`config.mk`:
```
export PLATFORM = sky130hd
export DESIGN_NAME = simd_lane_accumulator_16bits
export DESIGN_NICKNAME = d
export VERILOG_FILES = /design/src/rtl/simd_lane_accumulator_16bits.sv
export SDC_FILE = /design/constraint.sdc
export NUM_CORES = 1
export LEC_CHECK = 0
export BUFFER_PORTS_ARGS = -buffer_cell sky130_fd_sc_hd__clkbuf_2
export CORE_MARGIN = 2
export CORE_UTILIZATION = 55
export DETAILED_ROUTE_END_ITERATION = 16
export GPL_TIMING_DRIVEN = 0
export PLACE_DENSITY = 0.84
export SLEW_MARGIN = 10
export SYNTH_ARGS = -nofsm -noshare
export SYNTH_HDL_FRONTEND = slang
export SYNTH_SLANG_ARGS = --single-unit
```
`constraint.sdc`:
```
create_clock -name clk -period 5.4 [get_ports clk]
set_input_delay 0 -clock clk [delete_from_list [all_inputs] [get_ports clk]]
set_output_delay 0 -clock clk [all_outputs]
set_load 0.1 [all_outputs]
```
`src/rtl/simd_lane_accumulator_16bits.sv`:
```
// Per-lane accumulator behind the precision-configurable 8-bit multiplier.
// Unpacks the 16-bit packed product into 1/2/4 lanes, extends each lane and sums a group of beats.
module simd_lane_accumulator_16bits #(
  parameter  int ACC_LEN = 16,
  parameter  int GUARD   = 8,
  localparam int ACC_W   = 16 + GUARD,
  localparam int CNT_W   = $clog2(ACC_LEN + 1)
) (
  input  logic               clk,
  input  logic               reset,
  input  logic               in_valid,
  output logic               in_ready,
  input  logic [15:0]        C,
  input  logic               A_sign,
  input  logic               B_sign,
  input  logic               HALF_0,
  input  logic               HALF_1,
  input  logic               HALF_2,
  input  logic               in_last,
  output logic               out_valid,
  input  logic               out_ready,
  output logic [4*ACC_W-1:0] acc_out,
  output logic [2:0]         out_mode,
  output logic [CNT_W-1:0]   out_count,
  output logic               overflow
);

  typedef enum logic [1:0] {
    IDLE  = 2'd0,
    ACCUM = 2'd1,
    HOLD  = 2'd2
  } state_e;

  state_e                  state_q, state_d;
  logic [3:0][ACC_W-1:0]   acc_q, acc_d;
  logic [2:0]              mode_q, mode_d;
  logic                    signed_q, signed_d;
  logic [CNT_W-1:0]        count_q, count_d;
  logic                    overflow_q, overflow_d;

  logic                    first_beat;
  logic                    accept;
  logic [2:0]              mode_in;
  logic [2:0]              mode_eff;
  logic                    sign_eff;
  logic [15:0]             lane_p  [4];
  logic [ACC_W-1:0]        lane_ext[4];
  logic [ACC_W:0]          lane_sum[4];
  logic [3:0]              lane_ovf;

  assign in_ready   = (state_q != HOLD);
  assign accept     = in_valid & in_ready;
  assign first_beat = (state_q == IDLE);

  // Mode bits after priority resolution: HALF_2 beats HALF_1 beats HALF_0; none set runs as 8x8.
  assign mode_in  = HALF_2 ? 3'b100 : (HALF_1 ? 3'b010 : {2'b00, HALF_0});
  assign mode_eff = first_beat ? mode_in : mode_q;
  assign sign_eff = first_beat ? (A_sign | B_sign) : signed_q;

  // Lane unpack, extension to ACC_W, and the per-lane add with its overflow flag.
  always_comb begin
    // NOTE: every combinationally written variable gets a default first so no latch is inferred.
    for (int k = 0; k < 4; k++) begin
      lane_p[k] = 16'h0000;
    end
    if (mode_eff[2]) begin
      for (int k = 0; k < 4; k++) begin
        lane_p[k] = {{12{sign_eff & C[4*k+3]}}, C[4*k +: 4]};
      end
    end else if (mode_eff[1]) begin
      for (int k = 0; k < 2; k++) begin
        lane_p[k] = {{8{sign_eff & C[8*k+7]}}, C[8*k +: 8]};
      end
    end else begin
      lane_p[0] = C;
    end

    for (int k = 0; k < 4; k++) begin
      lane_ext[k] = sign_eff ? ACC_W'($signed(lane_p[k])) : ACC_W'(lane_p[k]);
      lane_sum[k] = {1'b0, acc_q[k]} + {1'b0, lane_ext[k]};
      if (sign_eff) begin
        lane_ovf[k] = (acc_q[k][ACC_W-1] == lane_ext[k][ACC_W-1]) &&
                      (lane_sum[k][ACC_W-1] != acc_q[k][ACC_W-1]);
      end else begin
        lane_ovf[k] = lane_sum[k][ACC_W];
      end
    end
  end

  always_comb begin
    state_d    = state_q;
    acc_d      = acc_q;
    mode_d     = mode_q;
    signed_d   = signed_q;
    count_d    = count_q;
    overflow_d = overflow_q;

    unique case (state_q)
      IDLE: begin
        if (accept) begin
          for (int k = 0; k < 4; k++) begin
            acc_d[k] = lane_ext[k];
          end
          mode_d     = mode_in;
          signed_d   = A_sign | B_sign;
          count_d    = CNT_W'(1);
          overflow_d = 1'b0;
          state_d    = (in_last || ACC_LEN == 1) ? HOLD : ACCUM;
        end
      end
      ACCUM: begin
        if (accept) begin
          for (int k = 0; k < 4; k++) begin
            acc_d[k] = lane_sum[k][ACC_W-1:0];
          end
          count_d    = count_q + CNT_W'(1);
          overflow_d = overflow_q | (|lane_ovf);
          state_d    = (in_last || (int'(count_q) + 1 == ACC_LEN)) ? HOLD : ACCUM;
        end
      end
      HOLD: begin
        if (out_ready) begin
          state_d = IDLE;
        end
      end
      default: state_d = IDLE;
    endcase
  end

  always_ff @(posedge clk) begin
    // NOTE: sequential state uses non-blocking assignments so every flop samples pre-edge values.
    if (reset) begin
      // NOTE: the lane accumulators are reset too, since acc_out must read zero after reset.
      state_q    <= IDLE;
      acc_q      <= '0;
      mode_q     <= 3'b000;
      signed_q   <= 1'b0;
      count_q    <= '0;
      overflow_q <= 1'b0;
    end else begin
      state_q    <= state_d;
      acc_q      <= acc_d;
      mode_q     <= mode_d;
      signed_q   <= signed_d;
      count_q    <= count_d;
      overflow_q <= overflow_d;
    end
  end

  assign out_valid = (state_q == HOLD);
  assign acc_out   = acc_q;
  assign out_mode  = mode_q;
  assign out_count = count_q;
  assign overflow  = overflow_q;

endmodule
```
==> results of run 1 <==
[sequential cells by signal, summed over array words and instances, names as in the netlist]
name	flops
out_mode	3
out_count	5
signed_q	1
overflow	1
acc_out	96
state_q	2
[worst max path at each step]
stage | from | to | slack, ns | depth (start not counted)
after CTS | state_q[0]$_SDFFE_PP0P_ | overflow$_SDFFE_PP0P_ | 0.21 | 18
after detailed placement | state_q[0]$_SDFFE_PP0P_ | overflow$_SDFFE_PP0P_ | 0.29 | 18
after global placement | state_q[0]$_SDFFE_PP0P_ | overflow$_SDFFE_PP0P_ | 0.40 | 18
final | state_q[0]$_SDFFE_PP0P_ | acc_out[43]$_SDFFE_PP0P_ | 0.24 | 18
after floorplan | out_mode[1]$_SDFFE_PP0P_ | acc_out[44]$_SDFFE_PP0P_ | 0.80 | 17
after global routing | state_q[0]$_SDFFE_PP0P_ | acc_out[43]$_SDFFE_PP0P_ | 0.08 | 18
[metrics by stage]
stage                     cell area (um^2)  std cells  hold WS (ns)  power, uW  setup WS, ns
after global routing                 10800       1660        0.0317       3000        0.0759
final                                10800       1660        0.0196       2880         0.237
after detailed placement             10500       1635         0.291       2190         0.286
after floorplan                       9530       1278         0.136       1930         0.799
after CTS                            10800       1660       0.00106       2850         0.206
after global placement               10500       1635         0.286       2160         0.398
[layout by cell type (no fill, tap or decap), types with 11 or more instances in the layout]
cell / netlist / routed
xnor2_1: 36 / 36
xor2_1: 29 / 29
mux2i_1: 13 / 13
a31oi_1: 16 / 16
a21oi_1: 134 / 134
a211oi_1: 28 / 28
a21o_1: 28 / 28
dfxtp_1: 108 / 108
o211ai_1: 11 / 11
nor2_1: 154 / 154
or3_1: 12 / 12
nor3_1: 54 / 54
clkbuf_2: 0 / 132
ha_1: 82 / 82
nand3_1: 22 / 22
inv_1: 34 / 34
o22ai_1: 18 / 18
nand2b_1: 20 / 20
a221oi_1: 22 / 22
nand2_1: 111 / 111
o21ai_0: 86 / 86
clkbuf_1: 59 / 60
[metal layers]
layer	GRT usage (%)	routed length, um	vias up
met5	0	0	-
met4	15.4	1450	0
met3	5.84	3700	137
met2	54.6	14300	664
met1	47.2	13100	4905
li1	-	-	5028
[where the power goes]
group	leakage, uW	switching, uW	internal (uW)
Clock	0.000136	344	328
Sequential	0.000885	60.9	852
Combinational	0.00386	947	349
[what timing repair did]
action | in CTS | in global routing
endpoints found under the setup margin | 0 | 1
hold buffers | 9 | 0
hold endpoints to repair | 8 | 0
gates resized for setup | 0 | 1
[worst max-delay path: cells and delay by family (launching register included)]
family / cells / cell delay [ns]
compound gates: 7 / 1.89
fa+ha+maj: 1 / 0.41
buf+inv: 4 / 0.89
flops: 1 / 0.34
mux: 2 / 0.73
simple gates: 4 / 0.76
[area by class of cell]
type                            count  area share [%]
Multi-Input combinational cell   1057            63.7
Inverter                           35            1.23
Clock buffer                       11            2.24
Sequential cell                   108            19.9
Tap cell                          225            2.60
Clock inverter                      5           0.323
Buffer                             78            3.05
Timing Repair Buffer              141            6.92
[cell usage after synthesis (5+ instances only)]
cell | count | area share, %
xnor2_1 | 36 | 3.3
a221oi_1 | 22 | 2.0
nor2_1 | 154 | 6.1
buf_2 | 6 | 0.32
o21a_1 | 10 | 0.79
and3_1 | 7 | 0.46
nand2b_1 | 20 | 1.3
a22oi_1 | 10 | 0.79
a21o_1 | 28 | 2.2
o22ai_1 | 18 | 1.2
nand2_1 | 111 | 4.4
nor2b_1 | 10 | 0.66
nand4_1 | 7 | 0.46
nor3_1 | 54 | 2.8
inv_1 | 34 | 1.3
o21bai_1 | 5 | 0.39
o21ai_0 | 86 | 4.5
nor4_1 | 6 | 0.39
xor2_1 | 29 | 2.7
a21oi_1 | 134 | 7.0
clkbuf_1 | 59 | 2.3
or3_1 | 12 | 0.79
o31ai_1 | 8 | 0.63
o211ai_1 | 11 | 0.87
nand3_1 | 22 | 1.2
mux2i_1 | 13 | 1.4
and2_1 | 10 | 0.66
a211o_1 | 5 | 0.46
a211oi_1 | 28 | 2.2
dfxtp_1 | 108 | 23
a31oi_1 | 16 | 1.1
ha_1 | 82 | 11
mux2_2 | 6 | 0.71
buf_1 | 9 | 0.35
[cells by family after synthesis]
family / after synthesis
AO/OA/AOI/OAI: 445
XOR/XNOR: 65
adder cells (fa/ha/maj): 86
buffers and inverters: 113
flip-flops: 108
multiplexers: 20
AND/OR/NAND/NOR: 441
==> flow_summary.ini, run 1 <==
[placed_design]
port_buffers = 132
gp_congestion = 1.03
place_hpwl_mm = 24.0

[global_route]
antenna_found_initial = 0
grt_overflow = 0
grt.total_usage_pct = 34.9
grt_pass1_wl_mm = 50.6
grt_pass1_vias = 9713
grt_max_degree = 18

[final_layout]
fin_nets = 1542
finalCoreUtilization_pct = 63.3
nFillCells = 1549
num_antenna_cells = 0
multiInputGateArea_um2 = 6910
syn2layout_area_growth_pct = 13.8
seq_area_um2 = 2160
drive_above_1_share_pct = 13.9

[worst_setup_path]
reg2reg_slack_ns = 0.24
worstPathArrival_ns = 5.38
rr_endpoint = acc_out[43]$_SDFFE_PP0P_
reg2reg_from = state_q[0]$_SDFFE_PP0P_
path_cells = buf_2 > nor2_1 > mux2_2 > a22o_1 > nand2_1 > buf_2 > buf_2 > inv_1 > ha_1 > a211oi_1 > nor2_1 > o41ai_1 > o21ai_0 > nor2_1 > a221o_1 > mux2_1 > a32oi_1 > a21oi_1
cpPeakStageDelay_ns = 0.42
critPathSlowestCell = o41ai_1
crit_fanout = 10
critPathLaunchType = flip-flop
r2r_cells = 18
cp-end-kind = flip-flop
critPathKind = flip-flop to flip-flop
cp_data_required_time_ns = 5.62

[sta]
final.setup_skew_ns = 0.0112
rsz0062_at_grt = no
period_needed_ns = 5.16
fmax_ghz = 0.194
setup_violations = 0
max_slew_margin_pct = 35.8
finalCritPeriodShare_pct = 95.6
worst_slew_pin_slew_ns = 0.963
tns_ns = 0
drv_slew = 0
finalHoldViolations = 0

[floorplanning]
core_um2 = 17100
die_h_um = 136
rows = 48
start_util_pct = 55.7
die_w_um = 136
dieArea_um2 = 18400
boundaryPins = 133

[synth]
synthMuxAreaShare_pct = 2.19
ys_async_sr_fraction_pct = 0
synth_warnings = 0
syn_inst = 1278
synth_edf_count = 0
synth_cell_types = 90
synth_fp_nets = 1390
synth_xor_area_share_pct = 5.98
yosysSeqAreaShare_pct = 22.7
syn_area_um2 = 9530
synth.avg_cell_area_um2 = 7.45
synth-adder-area-share_pct = 11.6
synth-simple-area-share_pct = 21.8
synth_top_family_by_area = compound AO/OA/AOI/OAI gates
synth_seq_cells = 108
synth_compound_area_share_pct = 30.9
yosys_most_used_dff = dfxtp_1

[outcome]
outcome = finished, final reports clean

[detailed_routing]
drt-initial-drc-count = 1103
num_vias = 10734
drtAntennaViolNets = 0
viasPerCell = 6.47
wirelength_mm = 32.6
first_pass_iters = 6
drcViolationCount = 0
routedWlPerCell_um = 19.6

[clocking]
cts_buffers = 9
cts_htree_levels = 3
clock_latency_ns = 0.37
clock_path_buffers = 2
root_buffer = clkbuf_16
clkSinkCount = 108
cts_setup_buffers = 0
cts.clk_slew.worst_paths_ns = 0.08
cts_tree = built

[pwr]
ir_drop_mv = 0.174
pwr_density_cell_nw_per_um2 = 266
power_leakage_uw = 0.00488

[flow_run]
drv_cap = 0

[worst_hold_path]
min_to = signed_q$_SDFFE_PP0P_
holdPathStages = 3
hold_start = B_sign
min_path_type = primary input to flip-flop
No activity file was read; power rests on OpenSTA's default activity.
==> run 2, diff against run 1 <==
==> constraint.sdc (replaced) <==
create_clock -name clk -period 5.4 [get_ports clk]
set_input_delay 0.81 -clock clk [delete_from_list [all_inputs] [get_ports clk]]
set_output_delay 0.81 -clock clk [all_outputs]
set_load 0.1 [all_outputs]
==> flow_summary.ini, run 2 (synthesis gave the netlist of run 1 again) <==
[floorplanning]
die_w_um = 136
boundaryPins = 133
rows = 48
die_h_um = 136
core_um2 = 17100
dieArea_um2 = 18400
start_util_pct = 55.7

[sta]
max_slew_margin_pct = 32.5
fmax_ghz = 0.191
setup_violations = 0
rsz0062_at_grt = no
worst_slew_pin_slew_ns = 1.01
finalCritPeriodShare_pct = 97.1
finalHoldViolations = 0
drv_slew = 0
final.setup_skew_ns = 0.0107
period_needed_ns = 5.24

[global_route]
grt_max_degree = 18
antenna_found_initial = 0
grt.total_usage_pct = 34.7
grt_overflow = 0
grt_pass1_wl_mm = 50.4
grt_pass1_vias = 9683

[clocking]
cts.clk_slew.worst_paths_ns = 0.08
root_buffer = clkbuf_16
cts_buffers = 9
cts_tree = built
clock_latency_ns = 0.37
cts_htree_levels = 3
clkSinkCount = 108
ctsHoldBuffers = 0
clock_path_buffers = 2

[worst_setup_path]
cpPeakStageDelay_ns = 0.57
critPathSlowestCell = or4b_4
crit_fanout = 10
crit_family = compound AO/OA/AOI/OAI gates
crit_buf_inv = 4
cp_common_cell = buf_2
worstPathArrival_ns = 5.46
cp-end-kind = flip-flop
reg2reg_slack_ns = 0.30
rr_endpoint = acc_out[43]$_SDFFE_PP0P_
critPathKind = primary input to flip-flop
path_cells = clkbuf_2 > or4b_4 > o21ai_2 > a22o_1 > nand2_1 > buf_2 > buf_2 > inv_1 > ha_1 > a211oi_1 > nor2_1 > o41ai_1 > o21ai_0 > nor2_2 > a221o_1 > mux2_1 > a32oi_1 > a21oi_1
reg2reg_from = state_q[0]$_SDFFE_PP0P_
r2r_cells = 18
critPathLaunchType = primary input
cp_data_required_time_ns = 5.61

[final_layout]
finalCoreUtilization_pct = 62.8
largest_register_ffs = 96
final_cell_mix = nor2_1, a21oi_1, clkbuf_2
syn2layout_area_growth_pct = 12.9
drive_above_1_share_pct = 14.1
fin_cells = 1651
layout_commonest_cell = nor2_1
num_antenna_cells = 0
fin_nets = 1533

[detailed_routing]
drtAntennaViolNets = 0
num_vias = 10751
first_pass_iters = 6
viasPerCell = 6.51
drt-initial-drc-count = 1080
drcViolationCount = 0
routedWlPerCell_um = 19.7
wirelength_mm = 32.5

[worst_hold_path]
min_to = out_mode[1]$_SDFFE_PP0P_
min_path_type = flip-flop to flip-flop
hold_start = out_mode[1]$_SDFFE_PP0P_
holdPathStages = 2

[pwr]
seqPwrFrac_pct = 31.8
combPwrFrac_pct = 45.0
internal-power_uw = 1530
p_sw_uw = 1350
switching_share_pct = 46.9
ir_drop_mv = 0.174
pwr_density_cell_nw_per_um2 = 267
p_clk_share_pct = 23.3
power_leakage_uw = 0.00485

[placed_design]
port_buffers = 132
dp_cells = 1635
gp_congestion = 1.03
place_hpwl_mm = 24.0

[flow_run]
drv_cap = 0

[outcome]
outcome = finished, final reports clean
run 2: cell types whose count changed in the layout (fill, tap and decap cells not counted):
cell,delta
dlygate4sd3_1,-9
nor2_1,-1
nor2_2,+1
run 2: power groups by stage:
stage	logic (uW)	clock network [uW]	registers [uW]
final	1290	670	913
after global routing	1380	700	917
after CTS	1270	672	909
after detailed placement	1260	0	928
after global placement	1240	0	926
after floorplan	636	0	1290
run 2: what timing repair did:
item / CTS / global route
buffers inserted: 0 / 0
endpoints found under the hold margin: 0 / 0
setup endpoints to repair: 0 / 2
gates resized for setup: 0 / 2
run 2: worst max-delay path by stage:
stage / startpoint / to / cells past startpoint
3_5_place_dp: B_sign / overflow$_SDFFE_PP0P_ / 18
5_1_grt: B_sign / overflow$_SDFFE_PP0P_ / 18
3_3_place_gp: B_sign / overflow$_SDFFE_PP0P_ / 18
6_report: HALF_2 / acc_out[43]$_SDFFE_PP0P_ / 18
4_1_cts: B_sign / overflow$_SDFFE_PP0P_ / 18
2_1_floorplan: B_sign / acc_out[43]$_SDFFE_PP0P_ / 17
run 2: metrics by stage:
stage / setup WS (ns) / setup TNS (ns) / hold WS, ns / instance area, um^2 / power, uW
CTS: 0.118 / 0 / 0.474 / 10700 / 2850
finish: 0.158 / 0 / 0.479 / 10800 / 2870
global route: 0.0538 / 0 / 0.494 / 10800 / 2990
floorplan: 0.774 / 0 / 0.472 / 9530 / 1930
detailed placement: -0.203 / -0.356 / 0.464 / 10500 / 2190
global placement: -0.0984 / -0.125 / 0.442 / 10500 / 2160
run 2: worst register-to-register path: stages (launching register included):
cell and delay (ns):
dfxtp_1 0.34, buf_2 0.19, or4b_4 0.50, o21ai_2 0.18, a22o_1 0.21, nand2_1 0.08
buf_2 0.19, buf_2 0.20, inv_1 0.27, ha_1 0.37, a211oi_1 0.23, nor2_1 0.09
o41ai_1 0.43, o21ai_0 0.38, nor2_2 0.31, a221o_1 0.33, mux2_1 0.35, a32oi_1 0.21
a21oi_1 0.09
run 2: layout make-up:
cell class,instances,area [um^2]
inverters,35,134
plain buffers,78,330
clock buffers,11,243
fillers,1566,6360
repair buffers,132,661
clock inverters,5,35.0
multi-input cells,1057,6910
well taps,225,282
flip-flops and latches,108,2160
run 2: layer usage:
metal  routed length (um)  up-vias  global-route usage (%)  part of all wire [%]
met5                    0        -                       0                     0
met4                 1550        0                    15.2                   4.8
met3                 3720      145                    5.91                    11
met2                14100      652                    54.2                    43
met1                13100     4934                    47.2                    40
li1                     -     5020                       -                     -
==> run 3, diff against run 2 <==
clock period = 5.8 ns   (was 5.4 ns; I/O delays follow)
==> flow_summary.ini, run 3 (synthesis gave the netlist of run 1 again) <==
[clocking]
cts_tree = built
clock_path_buffers = 2
ctsHoldBuffers = 0
cts_resized = 0
clock_latency_ns = 0.37
clkSinkCount = 108
cts.clk_slew.worst_paths_ns = 0.08
cts_setup_buffers = 0
cts_buffers = 9
root_buffer = clkbuf_16
cts_htree_levels = 3

[final_layout]
drive_above_1_share_pct = 14.0
num_antenna_cells = 0
final_cell_area_um2 = 10700
syn2layout_area_growth_pct = 12.8
largest_register_ffs = 96
seq_area_um2 = 2160
nFillCells = 1568
multiInputGateArea_um2 = 6900
final_cell_mix = nor2_1, a21oi_1, clkbuf_2
fin_nets = 1533
layout_commonest_cell = nor2_1

[worst_setup_path]
r2r_cells = 18
crit_fanout = 10
cp-end-kind = flip-flop
critPathLaunchType = primary input
cp_data_required_time_ns = 6.06
critPathKind = primary input to flip-flop
worstPathArrival_ns = 5.88

[sta]
max_slew_margin_pct = 35.2
fmax_ghz = 0.178
period_needed_ns = 5.62
worst_slew_pin_slew_ns = 0.973
setup_violations = 0
final.setup_skew_ns = 0.0107
finalHoldViolations = 0
finalCritPeriodShare_pct = 96.9
tns_ns = 0
rsz0062_at_grt = no
drv_slew = 0

[floorplanning]
core_um2 = 17100
die_h_um = 136
dieArea_um2 = 18400
rows = 48
boundaryPins = 133
die_w_um = 136
start_util_pct = 55.7

[outcome]
outcome = finished, final reports clean

[detailed_routing]
viasPerCell = 6.54
drt-initial-drc-count = 1264
routedWlPerCell_um = 19.6
first_pass_iters = 7
wirelength_mm = 32.3
num_vias = 10802
drcViolationCount = 0
drtAntennaViolNets = 0

[placed_design]
gp_congestion = 1.03
place_hpwl_mm = 24.0
placed_cell_area_um2 = 10500
port_buffers = 132

[global_route]
grt_pass1_wl_mm = 50.4
grt.total_usage_pct = 34.7
grt_pass1_vias = 9683
grt_max_degree = 18
antenna_found_initial = 0
grt_overflow = 0

[pwr]
ir_drop_mv = 0.163
pwr_density_cell_nw_per_um2 = 249
power_leakage_uw = 0.00485

[flow_run]
drv_cap = 0

[worst_hold_path]
min_path_type = flip-flop to flip-flop
holdPathStages = 2
run 3: layout make-up:
cell class	count	area share [%]
clock inverters	5	0.326
multi-input cells	1057	64.2
inverters	35	1.25
clock buffers	11	2.26
repair buffers	132	6.15
flip-flops and latches	108	20.1
plain buffers	78	3.07
well taps	225	2.62
run 3: worst max-delay path: stages:
cell	delay, ns
clkbuf_2	0.13
or4_4	0.51
and2_0	0.16
buf_2	0.18
nand2_1	0.10
buf_2	0.21
buf_2	0.25
inv_1	0.21
ha_1	0.44
nand2_1	0.11
nor2_1	0.26
and2_1	0.19
nor4b_1	0.73
nor2_1	0.27
a221oi_1	0.62
mux2i_1	0.27
nand3_1	0.09
o221a_2	0.26
run 3: layer usage:
layer,part of all wire (%),global-route usage (%)
met1,40,47.2
met2,44,54.2
met3,12,5.91
met4,4.9,15.2
met5,0,0
run 3: per-stage QoR:
stage	worst slack (ns)	util [%]	power, uW	hold slack, ns	cells
floorplan	1.11	-	1800	0.472	1278
global placement	0.242	61.2	2020	0.442	1635
detailed placement	0.137	61.2	2040	0.464	1635
CTS	0.458	62.8	2650	0.474	1651
global route	0.211	62.8	2790	0.494	1651
finish	0.179	62.8	2680	0.478	1651
run 3: path summary, 6_finish.rpt:
kind	from	endpoint	slack, ns
max	B_sign	overflow$_SDFFE_PP0P_	0.18
min	out_mode[1]$_SDFFE_PP0P_	out_mode[1]$_SDFFE_PP0P_	0.48
max reg2reg	state_q[0]$_SDFFE_PP0P_	overflow$_SDFFE_PP0P_	0.35
min reg2reg	out_mode[1]$_SDFFE_PP0P_	out_mode[1]$_SDFFE_PP0P_	0.48
run 3: where the power goes:
group          internal [uW]  switching [uW]  leakage, uW  total (uW)
combinational            322             880      0.00383        1200
clock                    306             322     0.000136         627
sequential               793            56.6     0.000885         849
